<file path="config.mk">
export PLATFORM = sky130hd
export DESIGN_NAME = dbg_guv_mc
export DESIGN_NICKNAME = d
export VERILOG_FILES = /design/src/rtl/dbg_guv_mc.sv
export SDC_FILE = /design/constraint.sdc
export NUM_CORES = 2
export LEC_CHECK = 0
export CAP_MARGIN = 30
export CORE_AREA = 3 3 412 414
export CTS_CLUSTER_DIAMETER = 40
export CTS_CLUSTER_SIZE = 40
export DETAILED_ROUTE_END_ITERATION = 7
export DIE_AREA = 0 0 415 417
export SLEW_MARGIN = 10
export SYNTH_ARGS = -nofsm -noshare
export SYNTH_HDL_FRONTEND = slang
export SYNTH_SLANG_ARGS = --single-unit
</file>
<file path="constraint.sdc">
create_clock -name clk -period 6.81 [get_ports clk]
set_input_delay 1.362 -clock clk [delete_from_list [all_inputs] [get_ports clk]]
set_output_delay 1.362 -clock clk [all_outputs]
set_load 0.1 [all_outputs]
</file>
<file path="src/rtl/dbg_guv_mc.sv">
// ---------------------------------------------------------------------------
// dbg_guv_mc
//
// Multi-channel debug governor. One address on the daisy-chained command bus
// controls N_CHAN AXI streams. Each stream can be paused, can have flits
// dropped (permanently or for a counted number of flits), and can have flits
// copied into a single-entry log buffer. The log buffers of all channels are
// merged round-robin onto one log stream tagged with the channel number.
//
// Ports
//   clk, rst                      clock, synchronous active-high reset
//   cmd_in_T{DATA,VALID}          command chain input (never backpressured)
//   cmd_out_T{DATA,VALID}         commands for other addresses, forwarded
//   din_T{DATA,KEEP,DEST,ID,LAST,VALID}, din_TREADY
//                                 producer side, N_CHAN channels packed
//   dout_T{DATA,KEEP,DEST,ID,LAST,VALID}, dout_TREADY
//                                 consumer side, packed like din
//   log_T{DATA,VALID,LAST}, log_TREADY
//                                 merged log stream, TDATA = {chan, KEEP, DATA}
// ---------------------------------------------------------------------------
module dbg_guv_mc #(
    parameter int DATA_WIDTH  = 64,
    parameter int DEST_WIDTH  = 16,
    parameter int ID_WIDTH    = 16,
    parameter int N_CHAN      = 4,
    parameter int CNT_SIZE    = 16,
    parameter int ADDR_WIDTH  = 11,
    parameter int ADDR        = 0,
    parameter int STICKY_MODE = 1,
    parameter int PIPE_STAGE  = 0,
    localparam int CHAN_BITS  = (N_CHAN > 1) ? $clog2(N_CHAN) : 1,
    localparam int KEEP_WIDTH = DATA_WIDTH / 8,
    localparam int LOG_WIDTH  = CHAN_BITS + KEEP_WIDTH + DATA_WIDTH
) (
    input  logic                           clk,
    input  logic                           rst,

    input  logic [DATA_WIDTH-1:0]          cmd_in_TDATA,
    input  logic                           cmd_in_TVALID,
    output logic [DATA_WIDTH-1:0]          cmd_out_TDATA,
    output logic                           cmd_out_TVALID,

    input  logic [N_CHAN*DATA_WIDTH-1:0]   din_TDATA,
    input  logic [N_CHAN*KEEP_WIDTH-1:0]   din_TKEEP,
    input  logic [N_CHAN*DEST_WIDTH-1:0]   din_TDEST,
    input  logic [N_CHAN*ID_WIDTH-1:0]     din_TID,
    input  logic [N_CHAN-1:0]              din_TLAST,
    input  logic [N_CHAN-1:0]              din_TVALID,
    output logic [N_CHAN-1:0]              din_TREADY,

    output logic [N_CHAN*DATA_WIDTH-1:0]   dout_TDATA,
    output logic [N_CHAN*KEEP_WIDTH-1:0]   dout_TKEEP,
    output logic [N_CHAN*DEST_WIDTH-1:0]   dout_TDEST,
    output logic [N_CHAN*ID_WIDTH-1:0]     dout_TID,
    output logic [N_CHAN-1:0]              dout_TLAST,
    output logic [N_CHAN-1:0]              dout_TVALID,
    input  logic [N_CHAN-1:0]              dout_TREADY,

    output logic [LOG_WIDTH-1:0]           log_TDATA,
    output logic                           log_TVALID,
    output logic                           log_TLAST,
    input  logic                           log_TREADY
);

    localparam logic [3:0] REG_PAUSE     = 4'd0;
    localparam logic [3:0] REG_KEEP_DROP = 4'd1;
    localparam logic [3:0] REG_KEEP_LOG  = 4'd2;
    localparam logic [3:0] REG_DROP_CNT  = 4'd3;
    localparam logic [3:0] REG_LOG_CNT   = 4'd4;
    localparam logic [3:0] REG_LATCH     = 4'd5;

    // Shadow registers (written by commands) and active registers (used by the fork)
    logic [N_CHAN-1:0]                sh_pause_q, sh_pause_d;
    logic [N_CHAN-1:0]                sh_keep_drop_q, sh_keep_drop_d;
    logic [N_CHAN-1:0]                sh_keep_log_q, sh_keep_log_d;
    logic [N_CHAN-1:0][CNT_SIZE-1:0]  sh_drop_cnt_q, sh_drop_cnt_d;
    logic [N_CHAN-1:0][CNT_SIZE-1:0]  sh_log_cnt_q, sh_log_cnt_d;

    logic [N_CHAN-1:0]                act_pause_q, act_pause_d;
    logic [N_CHAN-1:0]                act_keep_drop_q, act_keep_drop_d;
    logic [N_CHAN-1:0]                act_keep_log_q, act_keep_log_d;
    logic [N_CHAN-1:0][CNT_SIZE-1:0]  act_drop_cnt_q, act_drop_cnt_d;
    logic [N_CHAN-1:0][CNT_SIZE-1:0]  act_log_cnt_q, act_log_cnt_d;

    // One log buffer entry per channel
    logic [N_CHAN-1:0]                  lb_valid_q, lb_valid_d;
    logic [N_CHAN-1:0]                  lb_last_q, lb_last_d;
    logic [N_CHAN-1:0][DATA_WIDTH-1:0]  lb_data_q, lb_data_d;
    logic [N_CHAN-1:0][KEEP_WIDTH-1:0]  lb_keep_q, lb_keep_d;

    // Round-robin pointer plus a hold so an offered log flit cannot change
    // channel while the consumer is stalling it
    logic [CHAN_BITS-1:0]  ptr_q, ptr_d;
    logic                  hold_q, hold_d;
    logic [CHAN_BITS-1:0]  hold_chan_q, hold_chan_d;

    logic                   cmd_pipe_valid_q, cmd_pipe_valid_d;
    logic [DATA_WIDTH-1:0]  cmd_pipe_data_q, cmd_pipe_data_d;

    logic [ADDR_WIDTH-1:0]  cmd_addr;
    logic [CHAN_BITS-1:0]   cmd_chan;
    logic [3:0]             cmd_reg;
    logic [CNT_SIZE-1:0]    cmd_val;
    logic                   cmd_addr_match;
    logic                   cmd_hit;
    logic                   cmd_fwd;

    logic [N_CHAN-1:0]      drop;
    logic [N_CHAN-1:0]      logging;
    logic [N_CHAN-1:0]      lb_room;
    logic [N_CHAN-1:0]      in_ready;
    logic [N_CHAN-1:0]      xfer;

    logic                   gnt_found;
    logic [CHAN_BITS-1:0]   gnt_chan;
    logic [CHAN_BITS-1:0]   cand;
    logic                   log_hs;

    assign cmd_addr       = cmd_in_TDATA[DATA_WIDTH-1 -: ADDR_WIDTH];
    assign cmd_chan       = cmd_in_TDATA[36 +: CHAN_BITS];
    assign cmd_reg        = cmd_in_TDATA[35:32];
    assign cmd_val        = cmd_in_TDATA[CNT_SIZE-1:0];
    assign cmd_addr_match = (cmd_addr == ADDR_WIDTH'(ADDR));
    assign cmd_hit        = cmd_in_TVALID && cmd_addr_match && (int'(cmd_chan) < N_CHAN);
    assign cmd_fwd        = cmd_in_TVALID && !cmd_addr_match;

    assign cmd_out_TVALID = (PIPE_STAGE != 0) ? cmd_pipe_valid_q : cmd_fwd;
    assign cmd_out_TDATA  = (PIPE_STAGE != 0) ? cmd_pipe_data_q  : cmd_in_TDATA;

    // Payload always passes straight through; only the handshake is governed
    assign dout_TDATA = din_TDATA;
    assign dout_TKEEP = din_TKEEP;
    assign dout_TDEST = din_TDEST;
    assign dout_TID   = din_TID;
    assign dout_TLAST = din_TLAST;
    assign din_TREADY = in_ready;

    // Per-channel fork. A logging channel stalls while its log buffer is
    // still occupied, so a logged flit can never be lost.
    always_comb begin
        drop        = '0;
        logging     = '0;
        lb_room     = '0;
        in_ready    = '0;
        xfer        = '0;
        dout_TVALID = '0;
        for (int c = 0; c < N_CHAN; c++) begin
            drop[c]        = act_keep_drop_q[c] | (act_drop_cnt_q[c] != '0);
            logging[c]     = act_keep_log_q[c] | (act_log_cnt_q[c] != '0);
            lb_room[c]     = !logging[c] | !lb_valid_q[c];
            in_ready[c]    = !act_pause_q[c] & (drop[c] | dout_TREADY[c]) & lb_room[c];
            dout_TVALID[c] = !act_pause_q[c] & din_TVALID[c] & !drop[c] & lb_room[c];
            xfer[c]        = din_TVALID[c] & in_ready[c];
        end
    end

    // Log arbiter: first occupied buffer at or after ptr, unless a stalled
    // grant is being held
    always_comb begin
        gnt_found = 1'b0;
        gnt_chan  = '0;
        cand      = '0;
        if (hold_q) begin
            gnt_found = 1'b1;
            gnt_chan  = hold_chan_q;
        end else begin
            for (int k = 0; k < N_CHAN; k++) begin
                cand = CHAN_BITS'((int'(ptr_q) + k) % N_CHAN);
                if (!gnt_found && lb_valid_q[cand]) begin
                    gnt_found = 1'b1;
                    gnt_chan  = cand;
                end
            end
        end
    end

    assign log_TVALID = gnt_found;
    assign log_TDATA  = {gnt_chan, lb_keep_q[gnt_chan], lb_data_q[gnt_chan]};
    assign log_TLAST  = lb_last_q[gnt_chan];
    assign log_hs     = gnt_found & log_TREADY;

    // Next-state: counters, log buffers, arbiter and command handling.
    // Commands are applied after the transfer updates so a LATCH in the same
    // cycle as a transfer overrides the decremented counters.
    always_comb begin
        sh_pause_d       = sh_pause_q;
        sh_keep_drop_d   = sh_keep_drop_q;
        sh_keep_log_d    = sh_keep_log_q;
        sh_drop_cnt_d    = sh_drop_cnt_q;
        sh_log_cnt_d     = sh_log_cnt_q;
        act_pause_d      = act_pause_q;
        act_keep_drop_d  = act_keep_drop_q;
        act_keep_log_d   = act_keep_log_q;
        act_drop_cnt_d   = act_drop_cnt_q;
        act_log_cnt_d    = act_log_cnt_q;
        lb_valid_d       = lb_valid_q;
        lb_last_d        = lb_last_q;
        lb_data_d        = lb_data_q;
        lb_keep_d        = lb_keep_q;
        ptr_d            = ptr_q;
        hold_d           = gnt_found & !log_TREADY;
        hold_chan_d      = gnt_chan;
        cmd_pipe_valid_d = cmd_fwd;
        cmd_pipe_data_d  = cmd_in_TDATA;

        for (int c = 0; c < N_CHAN; c++) begin
            if (xfer[c]) begin
                if (drop[c] && (act_drop_cnt_q[c] != '0)) begin
                    act_drop_cnt_d[c] = act_drop_cnt_q[c] - CNT_SIZE'(1);
                end
                if (act_log_cnt_q[c] != '0) begin
                    act_log_cnt_d[c] = act_log_cnt_q[c] - CNT_SIZE'(1);
                end
                if (logging[c]) begin
                    lb_valid_d[c] = 1'b1;
                    lb_data_d[c]  = din_TDATA[c*DATA_WIDTH +: DATA_WIDTH];
                    lb_keep_d[c]  = din_TKEEP[c*KEEP_WIDTH +: KEEP_WIDTH];
                    lb_last_d[c]  = din_TLAST[c];
                end
            end
        end

        if (log_hs) begin
            lb_valid_d[gnt_chan] = 1'b0;
            if (int'(gnt_chan) == N_CHAN - 1) begin
                ptr_d = '0;
            end else begin
                ptr_d = gnt_chan + CHAN_BITS'(1);
            end
        end

        if (cmd_hit) begin
            case (cmd_reg)
                REG_PAUSE:     sh_pause_d[cmd_chan]     = cmd_val[0];
                REG_KEEP_DROP: sh_keep_drop_d[cmd_chan] = cmd_val[0];
                REG_KEEP_LOG:  sh_keep_log_d[cmd_chan]  = cmd_val[0];
                REG_DROP_CNT:  sh_drop_cnt_d[cmd_chan]  = cmd_val;
                REG_LOG_CNT:   sh_log_cnt_d[cmd_chan]   = cmd_val;
                REG_LATCH: begin
                    act_pause_d[cmd_chan]     = sh_pause_q[cmd_chan];
                    act_keep_drop_d[cmd_chan] = sh_keep_drop_q[cmd_chan];
                    act_keep_log_d[cmd_chan]  = sh_keep_log_q[cmd_chan];
                    act_drop_cnt_d[cmd_chan]  = sh_drop_cnt_q[cmd_chan];
                    act_log_cnt_d[cmd_chan]   = sh_log_cnt_q[cmd_chan];
                    if (STICKY_MODE == 0) begin
                        sh_pause_d[cmd_chan]     = 1'b0;
                        sh_keep_drop_d[cmd_chan] = 1'b0;
                        sh_keep_log_d[cmd_chan]  = 1'b0;
                        sh_drop_cnt_d[cmd_chan]  = '0;
                        sh_log_cnt_d[cmd_chan]   = '0;
                    end
                end
                default: ;
            endcase
        end
    end

    // State registers; reset discards any log entries still in flight
    always_ff @(posedge clk) begin
        if (rst) begin
            sh_pause_q       <= '0;
            sh_keep_drop_q   <= '0;
            sh_keep_log_q    <= '0;
            sh_drop_cnt_q    <= '0;
            sh_log_cnt_q     <= '0;
            act_pause_q      <= '0;
            act_keep_drop_q  <= '0;
            act_keep_log_q   <= '0;
            act_drop_cnt_q   <= '0;
            act_log_cnt_q    <= '0;
            lb_valid_q       <= '0;
            lb_last_q        <= '0;
            lb_data_q        <= '0;
            lb_keep_q        <= '0;
            ptr_q            <= '0;
            hold_q           <= 1'b0;
            hold_chan_q      <= '0;
            cmd_pipe_valid_q <= 1'b0;
            cmd_pipe_data_q  <= '0;
        end else begin
            sh_pause_q       <= sh_pause_d;
            sh_keep_drop_q   <= sh_keep_drop_d;
            sh_keep_log_q    <= sh_keep_log_d;
            sh_drop_cnt_q    <= sh_drop_cnt_d;
            sh_log_cnt_q     <= sh_log_cnt_d;
            act_pause_q      <= act_pause_d;
            act_keep_drop_q  <= act_keep_drop_d;
            act_keep_log_q   <= act_keep_log_d;
            act_drop_cnt_q   <= act_drop_cnt_d;
            act_log_cnt_q    <= act_log_cnt_d;
            lb_valid_q       <= lb_valid_d;
            lb_last_q        <= lb_last_d;
            lb_data_q        <= lb_data_d;
            lb_keep_q        <= lb_keep_d;
            ptr_q            <= ptr_d;
            hold_q           <= hold_d;
            hold_chan_q      <= hold_chan_d;
            cmd_pipe_valid_q <= cmd_pipe_valid_d;
            cmd_pipe_data_q  <= cmd_pipe_data_d;
        end
    end

endmodule

</file>
After elaboration in Yosys (flattened, before gate mapping)
Cells that the tools add are included.
- memory bits (writable): 0
- output and inout bits: 569
- ROM bits: 0
- bits of input ports: 496
- bits in latches: 0
- bits in registers: 581
- logic and storage cells: 243
- memories: 0
- shift-type cells: 0
- $mul: 0
- mux-type cells: 83
- order comparisons: 8
- add/sub/neg operators: 12
- reductions and logical operators: 52
- div/mod/pow operators: 0
- equal/unequal tests: 6
- bitwise logic cells: 44
- operator list (cell ; number):
    64-bit two-way mux ; 5
    16-bit two-way mux ; 19
    64-bit bitwise mux ; 4
    64-bit binary-select mux with 2-bit select ; 1
    16-bit nonzero test ; 8
    16-bit by 1-bit subtractor with 16-bit output (second input constant) ; 8
    16-bit binary-select mux with 2-bit select ; 2
    16-bit demux with 2-bit select ; 1
    1-bit bitwise AND ; 26
    1-bit two-way mux ; 26
    4-bit bitwise mux ; 6
    1-bit zero test ; 21
    2-bit AND reduction ; 10
    2-bit by 3-bit < comparator with 1-bit output (second input constant) ; 6
    1-bit binary-select mux with 2-bit select ; 8
    8-bit binary-select mux with 2-bit select ; 1
    1-bit bitwise OR ; 16
    2-bit two-way mux ; 6
    1-bit logical AND ; 11
    11-bit zero test ; 1
    4-bit by 2-bit == test with 1-bit output (second input constant) ; 2
    4-bit by 3-bit == test with 1-bit output (second input constant) ; 2
    8-bit two-way mux ; 1
    2-bit by 1-bit adder with 2-bit output (second input constant) ; 2
    other kinds (9) ; 12

Logic depth before layout (Yosys ltp)
- word-level depth: 23
- depth in mapped cells: 13
- depth with buffers taken out: 9

Worst setup path after synthesis
No wires, ideal clock.
- path type: register to output
- start: reg act_drop_cnt_q[9] (netlist name)
- end: out dout_TVALID[0]
- path slack: 597 ps
- data required time: 5448 ps
- arrival time: 4851 ps
- stages on the path, launching flop included: 5
- cells stage by stage: dfxtp_1 > or4_4 > or4_4 > or2_2 > nor4b_1
- word-level cells in the longest chain between the ends: 5
- ends and longest elaborated chain (what ; RTL line ; RTL):
    from (decl) ; 82 ; logic [N_CHAN-1:0][CNT_SIZE-1:0] act_drop_cnt_q, act_drop_cnt_d;
    from (signal assigned) ; 289 ; act_drop_cnt_q <= act_drop_cnt_d;
    16-bit nonzero test ; 148 ; drop[c] = act_keep_drop_q[c] | (act_drop_cnt_q[c] != '0);
    1-bit bitwise OR ; 148 ;
    1-bit zero test ; 152 ; dout_TVALID[c] = !act_pause_q[c] & din_TVALID[c] & !drop[c] & lb_room[c];
    1-bit bitwise AND (2 in series) ; 152 ;
    to (decl) ; 56 ; output logic [N_CHAN-1:0] dout_TVALID,
No other way between the ends.

Worst setup path after layout
- start: reg lb_valid_q[2]
- end: out log_TDATA[60]
- word-level cells in the longest chain between the ends: 18
- ends and longest elaborated chain (what ; RTL line ; RTL):
    from (decl) ; 86 ; logic [N_CHAN-1:0] lb_valid_q, lb_valid_d;
    from (signal assigned) ; 291 ; lb_valid_q <= lb_valid_d;
    1-bit binary-select mux with 2-bit select ; 169 ; if (!gnt_found && lb_valid_q[cand]) begin
    1-bit two-way mux (implied by the code) ; 169 ;
    1-bit two-way mux ; 169 ;
    1-bit two-way mux ; 163 ; if (hold_q) begin
    1-bit zero test ; 169 ;
    1-bit logical AND ; 169 ;
    1-bit two-way mux ; 169 ;
    1-bit two-way mux ; 163 ;
    (+2 left out) ; - ;
    1-bit two-way mux ; 169 ;
    1-bit two-way mux ; 163 ;
    1-bit zero test ; 169 ;
    1-bit logical AND ; 169 ;
    2-bit two-way mux * ; 169 ;
    2-bit two-way mux * ; 163 ;
    64-bit binary-select mux with 2-bit select * ; 178 ; assign log_TDATA = {gnt_chan, lb_keep_q[gnt_chan], lb_data_q[gnt_chan]};
    64-bit two-way mux (implied by the code) * ; 178 ;
    to (decl) ; 59 ; output logic [LOG_WIDTH-1:0] log_TDATA,
Every way passes the cells marked *; elsewhere a longest branch is shown, timed or not. The select of a mux whose other input is x is not followed.

==> results.json <==
{
  "grt_pass1_wl_um": 200000,
  "reg2reg_slack_ns": 3.11,
  "yosysWarnings": 0,
  "post-dp-hpwl_um": 112000,
  "max_freq_mhz": 168,
  "reg2reg_to": "lb_data_q[165]",
  "worstPathCellList": "or2_2 > o221ai_1 > o311ai_0 > o22a_1 > inv_4 > buf_4 > mux4_2 > clkdlybuf4s50_1",
  "arrival_ns": 4.60,
  "drt_wl_total_um": 145000,
  "whs_endpoint": "sh_drop_cnt_q[48]",
  "ys_types": 67,
  "die_y_um": 417,
  "syn_to_final_growth_pct": 36.0,
  "critPathSlowestCell": "clkdlybuf4s50_1",
  "setup_tns_ns": 0,
  "status": "finished, final reports clean",
  "ant_nets": 0,
  "grt_max_degree": 148,
  "cts_buffer_depth": 3,
  "final.min_clock_period_ns": 5.97,
  "cts-root-buf": "clkbuf_16",
  "finalClockSkew_ns": 0.0983,
  "synthXorXnorAreaFrac_pct": 3.39,
  "synth_flop_cell": "dfxtp_1",
  "cts_resized": 0,
  "synthArstFlopShare_pct": 0,
  "critPathLaunchType": "flop",
  "endpoint_kind": "output pin",
  "drv_cap": 0,
  "synth_fa_ha_area_share_pct": 0.800,
  "cts_tree": "done",
  "synthCells": 3584,
  "ys_seq_area_share_pct": 39.1,
  "period_share_pct": 87.6,
  "start_util_pct": 17.8,
  "synth_area_sq_um": 29700,
  "finalSetupViolCount": 0,
  "hold_buffers": 0,
  "synth-simple-area-share_pct": 21.5,
  "drt-pass1-iter-count": 5,
  "viasPerCell": 4.40,
  "slew_violations": 0,
  "antenna_found_initial": 33,
  "grt_pass1_vias": 25900,
  "core_area_sq_um": 167000,
  "portBuffers": 746,
  "place_congestion": 0.937,
  "synth_edf_count": 0,
  "yosys-mux-area-fraction_pct": 7.37,
  "syn-num-nets": 4099,
  "die-width_um": 415,
  "cp.required_ns": 5.45,
  "reg2reg_from": "act_drop_cnt_q[35]",
  "drive_gt1_share_pct": 11.3,
  "crit_type": "flop to output pin",
  "crit_buf_inv": 3,
  "relSlewSlack_pct": 24.1,
  "hold_class": "flop to flop",
  "grt_usage_pct": 16.0,
  "hold_start": "sh_drop_cnt_q[48]",
  "powerDensity_nw_per_um2": 524,
  "rsz0062_at_grt": "no",
  "holdPathStages": 2,
  "boundaryPins": 1065,
  "fillCellCount": 17900,
  "whs_ns": 0.449,
  "vias": 26800,
  "cts_buffers": 98,
  "clock_latency_ns": 0.73,
  "drt_iter0_markers": 2631,
  "post-cts-setup-buffers": 0,
  "slowest_delay_ns": 1.16,
  "gr-total-overflow": 0,
  "crit_family": "buffers and inverters",
  "placementRows": 150,
  "synth.avg_cell_area_sq_um": 8.29,
  "yosysTopAreaCellShare_pct": 39.1,
  "synth_top_family_by_area": "simple AND/OR/NAND/NOR gates",
  "drc": 0,
  "finalHoldViolations": 0,
  "worst_slew_pin_slew_ns": 1.14,
  "crit_fanout": 37,
  "h-tree-depth": 3,
  "irDropWorstVdd_uv": 344,
  "wl_per_cell_um": 23.7,
  "ys_ff_latch": 581,
  "yosysTopAreaCell": "dfxtp_1",
  "die-area_sq_um": 173000,
  "layout.nets": 4320,
  "p_leak_nw": 14.1,
  "cts_num_sinks": 581,
  "reg2regPathDepth": 8,
  "path_clk_slew_ns": 0.06,
  "ys_top_cells_by_area": "dfxtp_1, buf_4, nand2_1",
  "synth_compound_area_share_pct": 11.7
}
-- Yosys cell counts, types with 5 or more instances --
library cell  number
nor3_1            52
and2_1             8
a211oi_1          94
or4_1             15
inv_1             27
and3_1             9
ha_1              19
and4b_1           12
o22ai_1           13
a221oi_1           7
mux4_2            89
buf_1              7
nand3b_1          15
nor4b_1           27
xnor2_1           47
or3_1             13
nand2b_1          21
a21oi_1          446
nand4_1           33
xor2_1            68
clkbuf_1         168
nand4b_1          16
buf_2             39
nor4_1            50
nor3b_1           13
nand2_1          906
nand3_1           41
o21ai_0           20
dfxtp_1          581
a21o_1             6
or4_4              6
buf_4            489
nor2b_1           10
mux2i_1           13
mux2_2             5
nor2_1           128
buf_6             14
-- worst max path at each step --
stage	startpoint	endpoint	slack [ns]	cells after the start
global route	lb_valid_q[0]	log_TDATA[58]	0.67	9
floorplan	act_drop_cnt_q[9]	dout_TVALID[0]	0.60	4
detailed placement	cmd_in_TDATA[59]	cmd_out_TVALID	1.37	5
finish	lb_valid_q[2]	log_TDATA[60]	0.84	8
global placement	cmd_in_TDATA[59]	cmd_out_TVALID	1.32	5
CTS	lb_valid_q[2]	log_TDATA[58]	0.77	8
-- through the flow --
step | instance area, sq um | power (mW) | worst slack, ns | utilization, % | std cells
floorplan | 29700 | 12.9 | 0.597 | - | 3584
global placement | 35700 | 15.6 | 1.32 | 21.4 | 5865
detailed placement | 36800 | 16.0 | 1.37 | 22.1 | 5907
CTS | 40400 | 21.3 | 0.773 | 24.2 | 6091
global route | 40400 | 22.2 | 0.669 | 24.3 | 6097
finish | 40400 | 21.2 | 0.844 | 24.3 | 6097
-- layout by cell type, fill, tap and decap left out, drive strengths merged, types with 27 or more instances in the layout --
cell	n
clkinv	28
nor4	52
inv	42
a21oi	446
nand4	33
mux4	89
dfxtp	581
xor2	68
a211oi	94
nand3	41
buf	133
nor3	52
clkdlybuf4s50	704
nor2	132
xnor2	47
clkbuf	117
nor4b	27
nand2	906
-- state kept, by name (all words and copies together), names as in the netlist, 32 cells and up --
signal and cells:
act_drop_cnt_q 64, lb_keep_q 32, sh_drop_cnt_q 64, sh_log_cnt_q 64, lb_data_q 256, act_log_cnt_q 64
-- area by class of cell --
cell class	count	area [sq um]	area share, %
diodes	4	10.0	0.0248
clock buffers	116	2640	6.53
clock inverters	68	938	2.32
inverters	27	104	0.257
multi-input cells	2259	13400	33.0
flip-flops and latches	581	11600	28.8
well taps	2204	2760	6.82
repair buffers	838	8980	22.2
-- layer usage --
layer,track usage (%),wire length (um),vias up
li1,-,-,12200
met1,19.1,56900,12900
met2,25.5,65900,1377
met3,6.23,15000,290
met4,6.85,6670,10
met5,0.917,245,-
-- worst min-delay path, cell delays in order, from the launching register on --
cell	delay, ns
dfxtp_1	0.30
nand2_1	0.05
a21oi_1	0.05
-- power by group --
group | switching, mW | internal, mW
Clock | 2.01 | 3.26
Combinational | 7.59 | 3.24
Sequential | 0.732 | 4.32
Total | 10.3 | 10.8
-- kinds of logic (layout without fill, tap and decap cells) --
group,Yosys count,after routing
AO/OA/AOI/OAI,615,615
AND/OR/NAND/NOR,1403,1403
buffers and inverters,744,1049
flip-flops,581,581
other,0,4
adder cells (fa/ha/maj),19,19
multiplexers,107,107
XOR/XNOR,115,115
(Power assumes the default switching activity.)
